<file path="src/rtl/common_pkg.sv">
// Shared types and constants for the instruction path, plus the
// register macros used for every resettable flop in this block.

`ifndef COMMON_REG_MACROS
`define COMMON_REG_MACROS
// Register with synchronous, active-high reset to rst_val.
// NOTE: sequential state is always written with <= so every flop samples
// the pre-edge value of its neighbours; = here would create ordering races.
`define FF_SR(q, d, rst_val, clk, rst) \
  always_ff @(posedge clk) begin \
    if (rst) q <= (rst_val); \
    else     q <= (d); \
  end
`endif

package common_pkg;

  // Default instruction queue depth used where the queue is instantiated.
  localparam int INST_Q_DEPTH = 8;

  // One instruction as delivered by the host.
  typedef struct packed {
    logic [7:0]  opcode;
    logic [23:0] operand;
  } instruction_t;

endpackage

</file>
<file path="src/rtl/inst_queue_ram.sv">
// Instruction storage for inst_queue: DEPTH entries, one synchronous
// write port and an asynchronous read port addressed by the read pointer.

module inst_queue_ram
  import common_pkg::*;
#(
  parameter int DEPTH = INST_Q_DEPTH
) (
  input  logic                     clk,
  input  logic                     we,
  input  logic [$clog2(DEPTH)-1:0] waddr,
  input  instruction_t             wdata,
  input  logic [$clog2(DEPTH)-1:0] raddr,
  output instruction_t             rdata
);

  instruction_t mem [DEPTH];

  // Write the pushed entry at the write pointer.
  // NOTE: the array has no reset; occupancy is tracked by the pointers and
  // count, so stale contents are never observed and the RAM maps to plain
  // storage cells.
  always_ff @(posedge clk) begin
    if (we) mem[waddr] <= wdata;
  end

  assign rdata = mem[raddr];

endmodule

</file>
<file path="src/rtl/inst_queue.sv">
// Instruction queue between the host and the control stage.
// Hook-up on the control side: inst_o -> control.inst_i,
// inst_valid_o -> control.inst_valid_i, inst_ready_i <- control.inst_ready_o.
// Entries become visible one cycle after they are pushed; there is no
// fall-through path and no pass-through when full.

module inst_queue
  import common_pkg::*;
#(
  parameter int DEPTH = INST_Q_DEPTH
) (
  input  logic                   clk_i,
  input  logic                   rst_i,
  input  instruction_t           inst_i,
  input  logic                   inst_valid_i,
  output logic                   inst_ready_o,
  input  logic                   flush_i,
  output instruction_t           inst_o,
  output logic                   inst_valid_o,
  input  logic                   inst_ready_i,
  output logic [$clog2(DEPTH):0] count_o,
  output logic                   full_o,
  output logic                   empty_o
);

  localparam int AW = $clog2(DEPTH);
  localparam int CW = AW + 1;

  logic [AW-1:0] wptr_q, wptr_d;
  logic [AW-1:0] rptr_q, rptr_d;
  logic [CW-1:0] count_q, count_d;
  logic          push, pop;

  assign full_o       = (count_q == CW'(DEPTH));
  assign empty_o      = (count_q == '0);
  assign count_o      = count_q;
  assign inst_valid_o = !empty_o;
  // Readiness looks only at occupancy and flush, never at the consumer.
  assign inst_ready_o = !full_o && !flush_i;

  assign push = inst_valid_i && inst_ready_o;
  // A pop in a flush cycle is dropped: the flush already empties the queue.
  assign pop  = inst_valid_o && inst_ready_i && !flush_i;

  // Next pointers and occupancy; power-of-two depth lets pointers wrap freely.
  // NOTE: every signal gets a value on every path through this block, which
  // keeps it purely combinational with no inferred latches.
  always_comb begin
    wptr_d  = wptr_q + AW'(push);
    rptr_d  = rptr_q + AW'(pop);
    count_d = count_q + CW'(push) - CW'(pop);
    if (flush_i) begin
      wptr_d  = '0;
      rptr_d  = '0;
      count_d = '0;
    end
  end

  // Write pointer register.
  `FF_SR(wptr_q, wptr_d, '0, clk_i, rst_i)

  // Read pointer register.
  `FF_SR(rptr_q, rptr_d, '0, clk_i, rst_i)

  // Occupancy register.
  `FF_SR(count_q, count_d, '0, clk_i, rst_i)

  inst_queue_ram #(
    .DEPTH (DEPTH)
  ) u_ram (
    .clk   (clk_i),
    .we    (push),
    .waddr (wptr_q),
    .wdata (inst_i),
    .raddr (rptr_q),
    .rdata (inst_o)
  );

endmodule

</file>
<file path="config.mk">
export PLATFORM = sky130hd
export DESIGN_NAME = inst_queue
export DESIGN_NICKNAME = d
export VERILOG_FILES = /design/src/rtl/common_pkg.sv /design/src/rtl/inst_queue_ram.sv /design/src/rtl/inst_queue.sv
export SDC_FILE = /design/constraint.sdc
export NUM_CORES = 1
export LEC_CHECK = 0
export ABC_AREA = 1
export ABC_CLOCK_PERIOD_IN_PS = 5010
export CELL_PAD_IN_SITES_DETAIL_PLACEMENT = 2
export CELL_PAD_IN_SITES_GLOBAL_PLACEMENT = 2
export CORE_MARGIN = 8
export CORE_UTILIZATION = 38
export CTS_CLUSTER_DIAMETER = 80
export DETAILED_ROUTE_END_ITERATION = 10
export PLACE_DENSITY_LB_ADDON = 0.1
export SYNTH_ARGS = -nofsm -noshare
export SYNTH_HDL_FRONTEND = slang
export SYNTH_SLANG_ARGS = --single-unit
</file>
<file path="constraint.sdc">
create_clock -name clk_i -period 5.01 [get_ports clk_i]
set_clock_uncertainty 0.05 [all_clocks]
set_input_delay 1.002 -clock clk_i [delete_from_list [all_inputs] [get_ports clk_i]]
set_output_delay 1.002 -clock clk_i [all_outputs]
set_load 0.005 [all_outputs]
</file>
# After elaboration in Yosys (flattened, before gate mapping)
# Memories as Yosys holds them, arrays and structs flattened. A register that Yosys moved wholly into a read port is not among the register bits.
# Cells that the tools add are included.
word_totals:
  memories: 1
  out_inout_bits: 40
  word_cells: 21
  ramBits: 256
  ff_bits: 10
  input_bits: 37
op_classes:
  n_reduce_logical: 9
  addsub: 4
  eq_ne: 1
  n_mux: 3
memory_table:
  columns: ["memory", "depth", "word_bits", "read_ports", "rd_ports_with_merged_regs", "write_ports", "line_no", "source"]
  rows:
  - ["u_ram.mem", 8, 32, 1, 1, 1, "inst_queue_ram.sv:17", "instruction_t mem [DEPTH];"]
ops:
  columns: ["op", "count"]
  rows:
  - ["$add A3 B1 Y3", 2]
  - ["$add A4 B1 Y4", 1]
  - ["$eq A4 B4 Y1 const B", 1]
  - ["$logic_and A1 B1 Y1", 4]
  - ["$logic_not A4 Y1", 1]
  - ["$sub A4 B1 Y4", 1]
  - ["$logic_not A1 Y1", 3]
  - ["$mux W3", 1]
  - ["$mux W1", 2]
  - ["$reduce_or A2 Y1", 1]

# Logic depth before layout (Yosys ltp)
# Gate-level depths: netlist of run 1.
depth:
  word_depth: 6
  ltp_mapped: 12
  ltp_nobuf: 12

# Hierarchy
# Synthesis of run 1 repeated with hierarchy kept, for this count alone.
hier_totals:
  hier_cells: 1191
  hier_area_um2: 11786.3
modules_own_cells:
  columns: ["mod", "seq_area_each_um2", "cells_per_inst", "instances", "area_per_inst_um2"]
  rows:
  - ["inst_queue_ram", 7687.4, 1124, 1, 11232.0]
  - ["inst_queue", 200.2, 67, 1, 554.3]

# Least setup slack after synthesis of run 1
# Ideal clock, no wire load.
synth_timing:
  kind: "in2reg"
  startpoint: "input port flush_i"
  endpoint: "memory u_ram.mem[6][0] (netlist bit) (enable)"
  cell_stages: 3
  slack_ns: 1.040
  arrival_time_ns: 3.459
  path_cell_list: "inv_1 -> nand3_2 -> nor3_1"
synth_between:
  elab_chain_cells: 5
synth_lines:
  columns: ["item", "line_no", "source"]
  rows:
  - ["start, declared", "inst_queue.sv:17", "input logic flush_i,"]
  - ["$logic_not A1 Y1", "inst_queue.sv:39", "assign inst_ready_o = !full_o && !flush_i;"]
  - ["$logic_and A1 B1 Y1", "inst_queue.sv:39", null]
  - ["$logic_and A1 B1 Y1", "inst_queue.sv:41", "assign push = inst_valid_i && inst_ready_o;"]
  - ["$mux W1", "inst_queue_ram.sv:24", "if (we) mem[waddr] <= wdata;"]
  - ["$mux W1 (implied by the code)", "inst_queue_ram.sv:24", null]
  - ["end, declared", "inst_queue_ram.sv:17", null]
# No other way between the ends.

==> results.toml, run 1 <==
[clock_tree]
hold_buffers = 0
clk_pin_slew_ns = 0.06
cts_tree = "built"
numCtsBuffers = 31
clock_sinks = 266
clock-root-buffer = "clkbuf_16"
insertion_delay_ns = 0.55
h-tree-depth = 1
clockBufferDepth = 3
post_cts_resize_count = 0
cts_setup_buffers = 0

[floorplanning]
initial_utilization = 0.385
design.die.area_sq_mm = 0.0369
die_w_um = 192
core_area_sq_mm = 0.0306
die_height_um = 192
io_pins = 77
num_rows = 64

[drt]
vias = 8148
wl_per_cell_um = 19.1
drt_iter0_drc = 249
wl_um = 32400
viasPerCell = 4.81
drt_first_pass_iters = 4
ant_nets = 0
route.detailed.drc = 0

[logic_synthesis]
synthArstFlopShare = 0
ys.warnings.count = 0
synth_edf_count = 256
synth-main-ff-cell = "edfxtp_1"
netlist.area_leader.share = 0.653
synth_cell_types = 21
ys_seq_elements = 266
avgSynthCellArea_sq_um = 9.91
syn_area_sq_mm = 0.0118
synth.yosys.seq_area_share = 0.670
yosys.area.top_type = "edfxtp_1"
syn_nets = 1236
synth_cells = 1188
yosysMostFrequentCell = "nand2_1"
synth_area_leaders = "edfxtp_1 (65%), nand2_1 (14%), inv_1 (8.8%)"
netlist_top_cells_count = "nand2_1 (425), inv_1 (276), edfxtp_1 (256)"

[sta]
max_slew_margin = 0.337
tightestPinTransition_ns = 0.990
finalCritPeriodShare = 0.759
slew_viol_final = 0
finalSetupTns_ns = 0
rsz0062_at_grt = "no"
finalWorstSetupSlack_ns = 1.21
timing.fmax_mhz = 263
finalHoldWorstSlack_ns = 0.508
final-setup-viol-count = 0
fin_crit_ns = 3.80
hold_viol_final = 0

[place]
dp_slack_ns = 1.64
dp_hpwl_um = 19200
port_buffers = 76
gp_congestion = 0.697

[worst_hold_path]
hp-class = "reg2reg"
hold_end = "wptr_q[2]"
holdPathStages = 2
hp-start = "wptr_q[2]"

[worst_setup_path]
r2r_slack_ns = 2.55
cp.required_ns = 3.96
slowest_delay_ns = 0.78
worstReg2RegStart = "count_o[2]"
critical_path.cell_chain = "buf_4, nand3_1, nand2_1, nand2_1, nand2_1, clkdlybuf4s50_1"
slowest_stage = "dfxtp_2"
cp_max_fo = 27
reg2reg_depth = 10
arrival_ns = 2.75
start_kind = "flip-flop"
crit_top_cell = "nand2_1"
r2r_end = "count_o[2]"
critPathKind = "reg2out"
cp-end-kind = "output pin"

[global_route]
grt_max_degree = 69
antenna_found_initial = 0
grt_pass1_wl_um = 51400
grt_overflow = 0
grt_pass1_vias = 9296
grtUsageTotal = 0.180

[power_and_ir_drop]
pwr-share-seq = 0.514
power.internal_w = 0.00380
vdd_drop_max_mv = 0.293
netSwitchingFraction = 0.209
pwr-share-clk = 0.443
leakage_nw = 6.18
switching_power_w = 0.00100
power_density_mw_per_mm2 = 344
p_comb_frac = 0.044

[layout]
layout-drive-gt1-share = 0.0610
fillCellCount = 3235
area_growth_pct = 18.3
fin_nets = 1320

[job]
maxCapViolCount = 0

[run_status]
run_status = "finished, final reports clean"
==> cell type report <==
| type | instances | area (sq um) | area share |
|---|---|---|---|
| Clock inverter | 16 | 128 | 0.00916 |
| Inverter | 279 | 1050 | 0.0754 |
| Clock buffer | 41 | 823 | 0.0591 |
| Timing Repair Buffer | 99 | 958 | 0.0688 |
| Multi-Input combinational cell | 595 | 2580 | 0.185 |
| Sequential cell | 266 | 7890 | 0.567 |
| Antenna cell | 1 | 2.50 | 0.000180 |
| Tap cell | 396 | 495 | 0.0356 |
==> how the worst max path moves through the flow <==
| stage | endpoint | slack (ns) | cells past startpoint | start |
|---|---|---|---|---|
| global placement | u_ram.mem[7][25] | 1.73 | 5 | flush_i |
| floorplan | u_ram.mem[6][0] | 1.04 | 3 | flush_i |
| global route | inst_o[20] | 1.03 | 6 | rptr_q[1] |
| finish | inst_o[20] | 1.21 | 6 | rptr_q[1] |
| CTS | inst_o[10] | 1.10 | 6 | rptr_q[1] |
| detailed placement | u_ram.mem[7][25] | 1.64 | 5 | flush_i |
==> power groups by stage <==
stage / Clock (W) / Combinational (W) / Sequential, W
floorplan: 0 / 0.0000819 / 0.00251
CTS: 0.00219 / 0.000217 / 0.00246
finish: 0.00212 / 0.000209 / 0.00246
global placement: 0 / 0.000206 / 0.00251
global route: 0.00226 / 0.000236 / 0.00246
detailed placement: 0 / 0.000214 / 0.00251
==> worst max-delay path: cells and delay by family (launching register included) <==
family / cells / cell delay, ns
AND/OR/NAND/NOR: 4 / 0.43
flip-flops: 1 / 0.78
buffers and inverters: 2 / 0.98
==> flip-flops by register name (all words and copies together) (netlist names) <==
register / count
count_o: 4
wptr_q: 3
u_ram.mem: 256
rptr_q: 3
==> cells in the final DEF, fill, tap and decap left out, types with 2 or more instances in the layout <==
master,netlist,layout
buf_12,0,2
buf_4,5,21
bufinv_16,0,2
clkbuf_1,7,9
clkbuf_16,0,31
clkdlybuf4s50_1,0,76
clkinv_1,1,8
clkinv_2,0,5
dfxtp_1,10,7
dfxtp_2,0,2
edfxtp_1,256,256
ha_1,10,10
inv_1,276,276
nand2_1,425,425
nand3_1,129,129
nor2_1,15,15
nor3_2,0,8
xnor2_1,3,3
==> kinds of logic (layout without fill, tap and decap cells) <==
kind of cell	count (synthesis)	after routing	share of synthesized area
other cells	0	1	0
simple gates	580	580	0.201
compound gates	1	1	0.000425
fa+ha+maj	11	11	0.0123
buf+inv	327	435	0.114
flops	266	266	0.670
xor+xnor	3	3	0.00223
==> per-layer routing <==
layer | routed length (um) | share of wire | global-route usage | up-vias
met4 | 481 | 0.015 | 0.0326 | 0
li1 | - | - | - | 3853
met5 | 0 | 0 | 0 | -
met3 | 961 | 0.030 | 0.0280 | 33
met2 | 17100 | 0.53 | 0.342 | 94
met1 | 13900 | 0.43 | 0.212 | 4168
==> per-stage QoR <==
| stage | util | total power [W] | cell area, sq um | std cells |
|---|---|---|---|---|
| floorplan | - | 0.00259 | 11800 | 1188 |
| global placement | 0.424 | 0.00272 | 13000 | 1635 |
| detailed placement | 0.424 | 0.00273 | 13000 | 1635 |
| CTS | 0.455 | 0.00487 | 13900 | 1692 |
| global route | 0.455 | 0.00496 | 13900 | 1692 |
| finish | 0.455 | 0.00480 | 13900 | 1693 |
Note: power is estimated with default switching activity, not from simulation.
==> inputs of run 2 (changes only) <==
- ABC_CLOCK_PERIOD_IN_PS: 5010 -> 3150
- CORE_UTILIZATION: 38 -> 35
- clock period: 5.01 -> 3.15 ns (I/O delays scaled with it)
==> results.toml, run 2 (same netlist as run 1, synthesis figures left out) <==
[worst_setup_path]
reg2reg_depth = 10
cp-endpoint = "inst_o[24]"
cp_max_fo = 36
worstSetupStartpoint = "rptr_q[0]"
start_kind = "flip-flop"
cp.required_ns = 2.47
critPathKind = "reg2out"
r2r_end = "count_o[2]"
r2r_slack_ns = 0.68
worstReg2RegStart = "count_o[2]"
cp-end-kind = "output pin"
arrival_ns = 2.27

[power_and_ir_drop]
leakage_nw = 6.31
vdd_drop_max_mv = 0.581
power_w = 0.00791
power_density_mw_per_mm2 = 557

[place]
dp_cells = 1697
dp_hpwl_um = 20100
port_buffers = 76
dp_slack_ns = 0.427
gp_congestion = 0.687

[drt]
viasPerCell = 4.66
wl_um = 33700
drt_iter0_drc = 279
route.detailed.drc = 0
vias = 8184
drt_first_pass_iters = 4
wl_per_cell_um = 19.2
ant_nets = 0

[clock_tree]
cts_tree = "built"
insertion_delay_ns = 0.49
clock_sinks = 266
h-tree-depth = 2
clk_pin_slew_ns = 0.05
clock-root-buffer = "clkbuf_16"
numCtsBuffers = 34
clockBufferDepth = 3

[sta]
timing.fmax_mhz = 339
slew_viol_final = 0
finalSetupTns_ns = 0
finalHoldWorstSlack_ns = 0.522
final-setup-viol-count = 0
finalWorstSetupSlack_ns = 0.199
max_slew_margin = 0.683
finalCritPeriodShare = 0.937
hold_viol_final = 0
tightestPinTransition_ns = 0.475
fin_crit_ns = 2.95
rsz0062_at_grt = "no"

[floorplanning]
die_height_um = 199
io_pins = 77
initial_utilization = 0.353
die_w_um = 199
num_rows = 67
design.die.area_sq_mm = 0.0398
core_area_sq_mm = 0.0334

[layout]
layout_commonest_cell = "nand2_1"
fin_nets = 1334
n_antenna_cell = 0
area_growth_pct = 20.8
layout-drive-gt1-share = 0.0726
final_cell_mix = "nand2_1 (425), inv_1 (276), edfxtp_1 (256)"
final_cell_count_no_fill = 1756
top_register = "u_ram.mem"
largest_reg_flops = 256

[global_route]
grt_overflow = 0
grt_pass1_vias = 9242
grt_max_degree = 130
grtUsageTotal = 0.172
antenna_found_initial = 0
grt_pass1_wl_um = 51900

[run_status]
run_status = "finished, final reports clean"

[worst_hold_path]
hp-class = "reg2reg"
hp-start = "wptr_q[2]"

[job]
maxCapViolCount = 0
## run 2: cell types whose count changed in the layout (fill, tap and decap cells not counted), moves of 2 or more
cell | before | now
clkinv_1 | 8 | 6
buf_6 | 0 | 2
clkbuf_16 | 31 | 36
buf_4 | 21 | 27
clkbuf_1 | 9 | 7
inv_6 | 1 | 3
## run 2: worst max-delay path, cell delays in order, from the launching register on
cell             delay [ns]
dfxtp_4                0.39
inv_6                  0.20
buf_8                  0.29
nand2_1                0.10
nand3_1                0.11
nand2_1                0.08
nand2_1                0.06
nand2_1                0.09
clkdlybuf4s50_1        0.46
## run 2: layer usage
layer / vias to the layer above / share of wire / wire (um) / track usage
li1: 3868 / - / - / -
met1: 4157 / 0.43 / 14700 / 0.203
met2: 118 / 0.52 / 17400 / 0.320
met3: 41 / 0.033 / 1130 / 0.0281
met4: 0 / 0.017 / 558 / 0.0425
met5: - / 0 / 0 / 0
## run 2: power by group
part           leakage, nW  internal (W)  switching, W
sequential            2.39       0.00391     0.0000113
clock                0.515       0.00221       0.00144
combinational         3.40      0.000148      0.000193
## run 2: worst min path at each step
stage | endpoint | slack, ns | cells past startpoint
after floorplan | wptr_q[2] | 0.47 | 2
after global placement | wptr_q[2] | 0.50 | 2
after detailed placement | wptr_q[2] | 0.50 | 2
after CTS | wptr_q[2] | 0.52 | 2
after global routing | wptr_q[2] | 0.57 | 2
final | wptr_q[2] | 0.52 | 2
## run 2: timing repair
item | in CTS | in global routing
gates cloned | 0 | 1
buffers inserted | 0 | 0
endpoints found under the setup margin | 1 | 9
hold buffers | 0 | 0
gates resized for setup | 1 | 5
## run 2: area by class of cell
type	instances	area (sq um)
clock buffers	43	916
clock inverters	15	126
fillers	3611	19100
inverters	279	1050
multi-input cells	595	2580
flip-flops and latches	266	7890
well taps	448	561
repair buffers	110	1090
## run 2: metrics by stage
stage	cell area (sq um)	utilization
final	14200	0.426
after CTS	14200	0.425
after detailed placement	13100	0.393
after floorplan	11800	-
after global routing	14200	0.426
after global placement	13100	0.393
==> inputs of run 3 (changes only) <==
- CORE_ASPECT_RATIO: not set -> 1.4
==> results.toml, run 3 (same netlist as run 1, synthesis figures left out) <==
[sta]
timing.fmax_mhz = 333
max_slew_margin = 0.607
tightestPinTransition_ns = 0.590
finalWorstSetupSlack_ns = 0.144
finalCritPeriodShare = 0.954
hold_viol_final = 0
slew_viol_final = 0
fin_crit_ns = 3.01
final-setup-viol-count = 0
finalSetupTns_ns = 0
rsz0062_at_grt = "no"

[worst_setup_path]
slowest_delay_ns = 0.52
slowest_stage = "clkdlybuf4s50_1"
worstReg2RegStart = "count_o[2]"
start_kind = "flip-flop"
r2r_end = "count_o[2]"
r2r_slack_ns = 0.80
cp-end-kind = "output pin"
critPathKind = "reg2out"
crit_top_cell = "nand2_1"
arrival_ns = 2.33
reg2reg_depth = 10
cp.required_ns = 2.47
cp_max_fo = 42
critical_path.cell_chain = "inv_16, buf_4, nand2_1, nand3_1, nand2_1, nand2_1, nand2_1, clkdlybuf4s50_1"

[power_and_ir_drop]
power.internal_w = 0.00581
vdd_drop_max_mv = 0.479
leakage_nw = 6.21
p_comb_frac = 0.046
switching_power_w = 0.00155
pwr-share-seq = 0.532
power_w = 0.00736
netSwitchingFraction = 0.211
pwr-share-clk = 0.421
power_density_mw_per_mm2 = 522

[drt]
vias = 8140
drt_iter0_drc = 270
viasPerCell = 4.69
wl_per_cell_um = 19.2
wl_um = 33400
drt_first_pass_iters = 5
route.detailed.drc = 0
ant_nets = 0

[global_route]
grt_pass1_vias = 9287
grt_pass1_wl_um = 52600
grt_max_degree = 66
grt_overflow = 0
antenna_found_initial = 0
grtUsageTotal = 0.173

[floorplanning]
core_area_sq_mm = 0.0332
die_w_um = 171
io_pins = 77
num_rows = 79
design.die.area_sq_mm = 0.0398
initial_utilization = 0.354
die_height_um = 233

[clock_tree]
clockBufferDepth = 3
clk_pin_slew_ns = 0.06
numCtsBuffers = 28
clock_sinks = 266
insertion_delay_ns = 0.55
cts_tree = "built"
hold_buffers = 0
clock-root-buffer = "clkbuf_16"
h-tree-depth = 1

[job]
maxCapViolCount = 0

[layout]
layout_commonest_cell = "nand2_1"
final_area_sq_mm = 0.0141
area_growth_pct = 19.7
fin_nets = 1320
top_register = "u_ram.mem"
largest_reg_flops = 256
n_antenna_cell = 0
final_cell_mix = "nand2_1 (425), inv_1 (276), edfxtp_1 (256)"
layout-drive-gt1-share = 0.0620
fillCellCount = 3595

[worst_hold_path]
holdPathStages = 2
hp-start = "wptr_q[2]"
hold_end = "wptr_q[2]"
hp-class = "reg2reg"

[place]
placed_area_sq_mm = 0.0131
dp_hpwl_um = 18500
port_buffers = 76
dp_slack_ns = 0.444
gp_congestion = 0.677

[run_status]
run_status = "finished, final reports clean"
-- run 3: how the worst max path moves through the flow --
stage                    from               to  slack (ns)
global route        rptr_q[0]       inst_o[22]      0.0002
floorplan             flush_i  u_ram.mem[6][0]       -0.45
detailed placement    flush_i       count_o[2]        0.44
finish              rptr_q[0]       inst_o[27]        0.14
global placement    rptr_q[0]       inst_o[13]        0.46
CTS                 rptr_q[0]        inst_o[7]       0.002
-- run 3: per-layer routing --
layer	share of wire	track usage	wire, um	vias up
met4	0.020	0.0436	679	0
li1	-	-	-	3850
met5	0	0	0	-
met1	0.41	0.200	13800	4144
met3	0.024	0.0193	813	47
met2	0.54	0.329	18100	99
-- run 3: layout make-up --
type	count	area (sq um)	area share
clock inverter	14	92.6	0.00657
multi-input combinational	595	2580	0.183
sequential	266	7890	0.560
inverter	279	1070	0.0756
timing repair buffer	102	1160	0.0824
tap	445	557	0.0395
clock buffer	35	748	0.0531
-- run 3: repair_timing --
item	CTS	global route
endpoints found under the setup margin	28	17
gates cloned	2	0
setup buffers	0	1
gates resized for setup	5	4
-- run 3: power by group through the flow --
| stage | sequential, W | combinational (W) | clock [W] |
|---|---|---|---|
| 6_report | 0.00392 | 0.000342 | 0.00310 |
| 5_1_grt | 0.00392 | 0.000382 | 0.00332 |
| 4_1_cts | 0.00392 | 0.000352 | 0.00321 |
| 3_5_place_dp | 0.00399 | 0.000343 | 0 |
| 3_3_place_gp | 0.00399 | 0.000333 | 0 |
| 2_1_floorplan | 0.00399 | 0.000130 | 0 |
-- run 3: critical path: cells and delay by family (launching register included) --
kind | cells | cell delay (ns)
buffers and inverters | 3 | 0.86
flip-flops | 1 | 0.45
AND/OR/NAND/NOR | 5 | 0.42
-- run 3: through the flow --
stage / hold WS [ns] / instances / utilization
after global routing: 0.558 / 1736 / 0.424
final: 0.513 / 1736 / 0.424
after global placement: 0.509 / 1684 / 0.396
after CTS: 0.521 / 1735 / 0.424
after detailed placement: 0.512 / 1684 / 0.396
after floorplan: 0.468 / 1188 / -
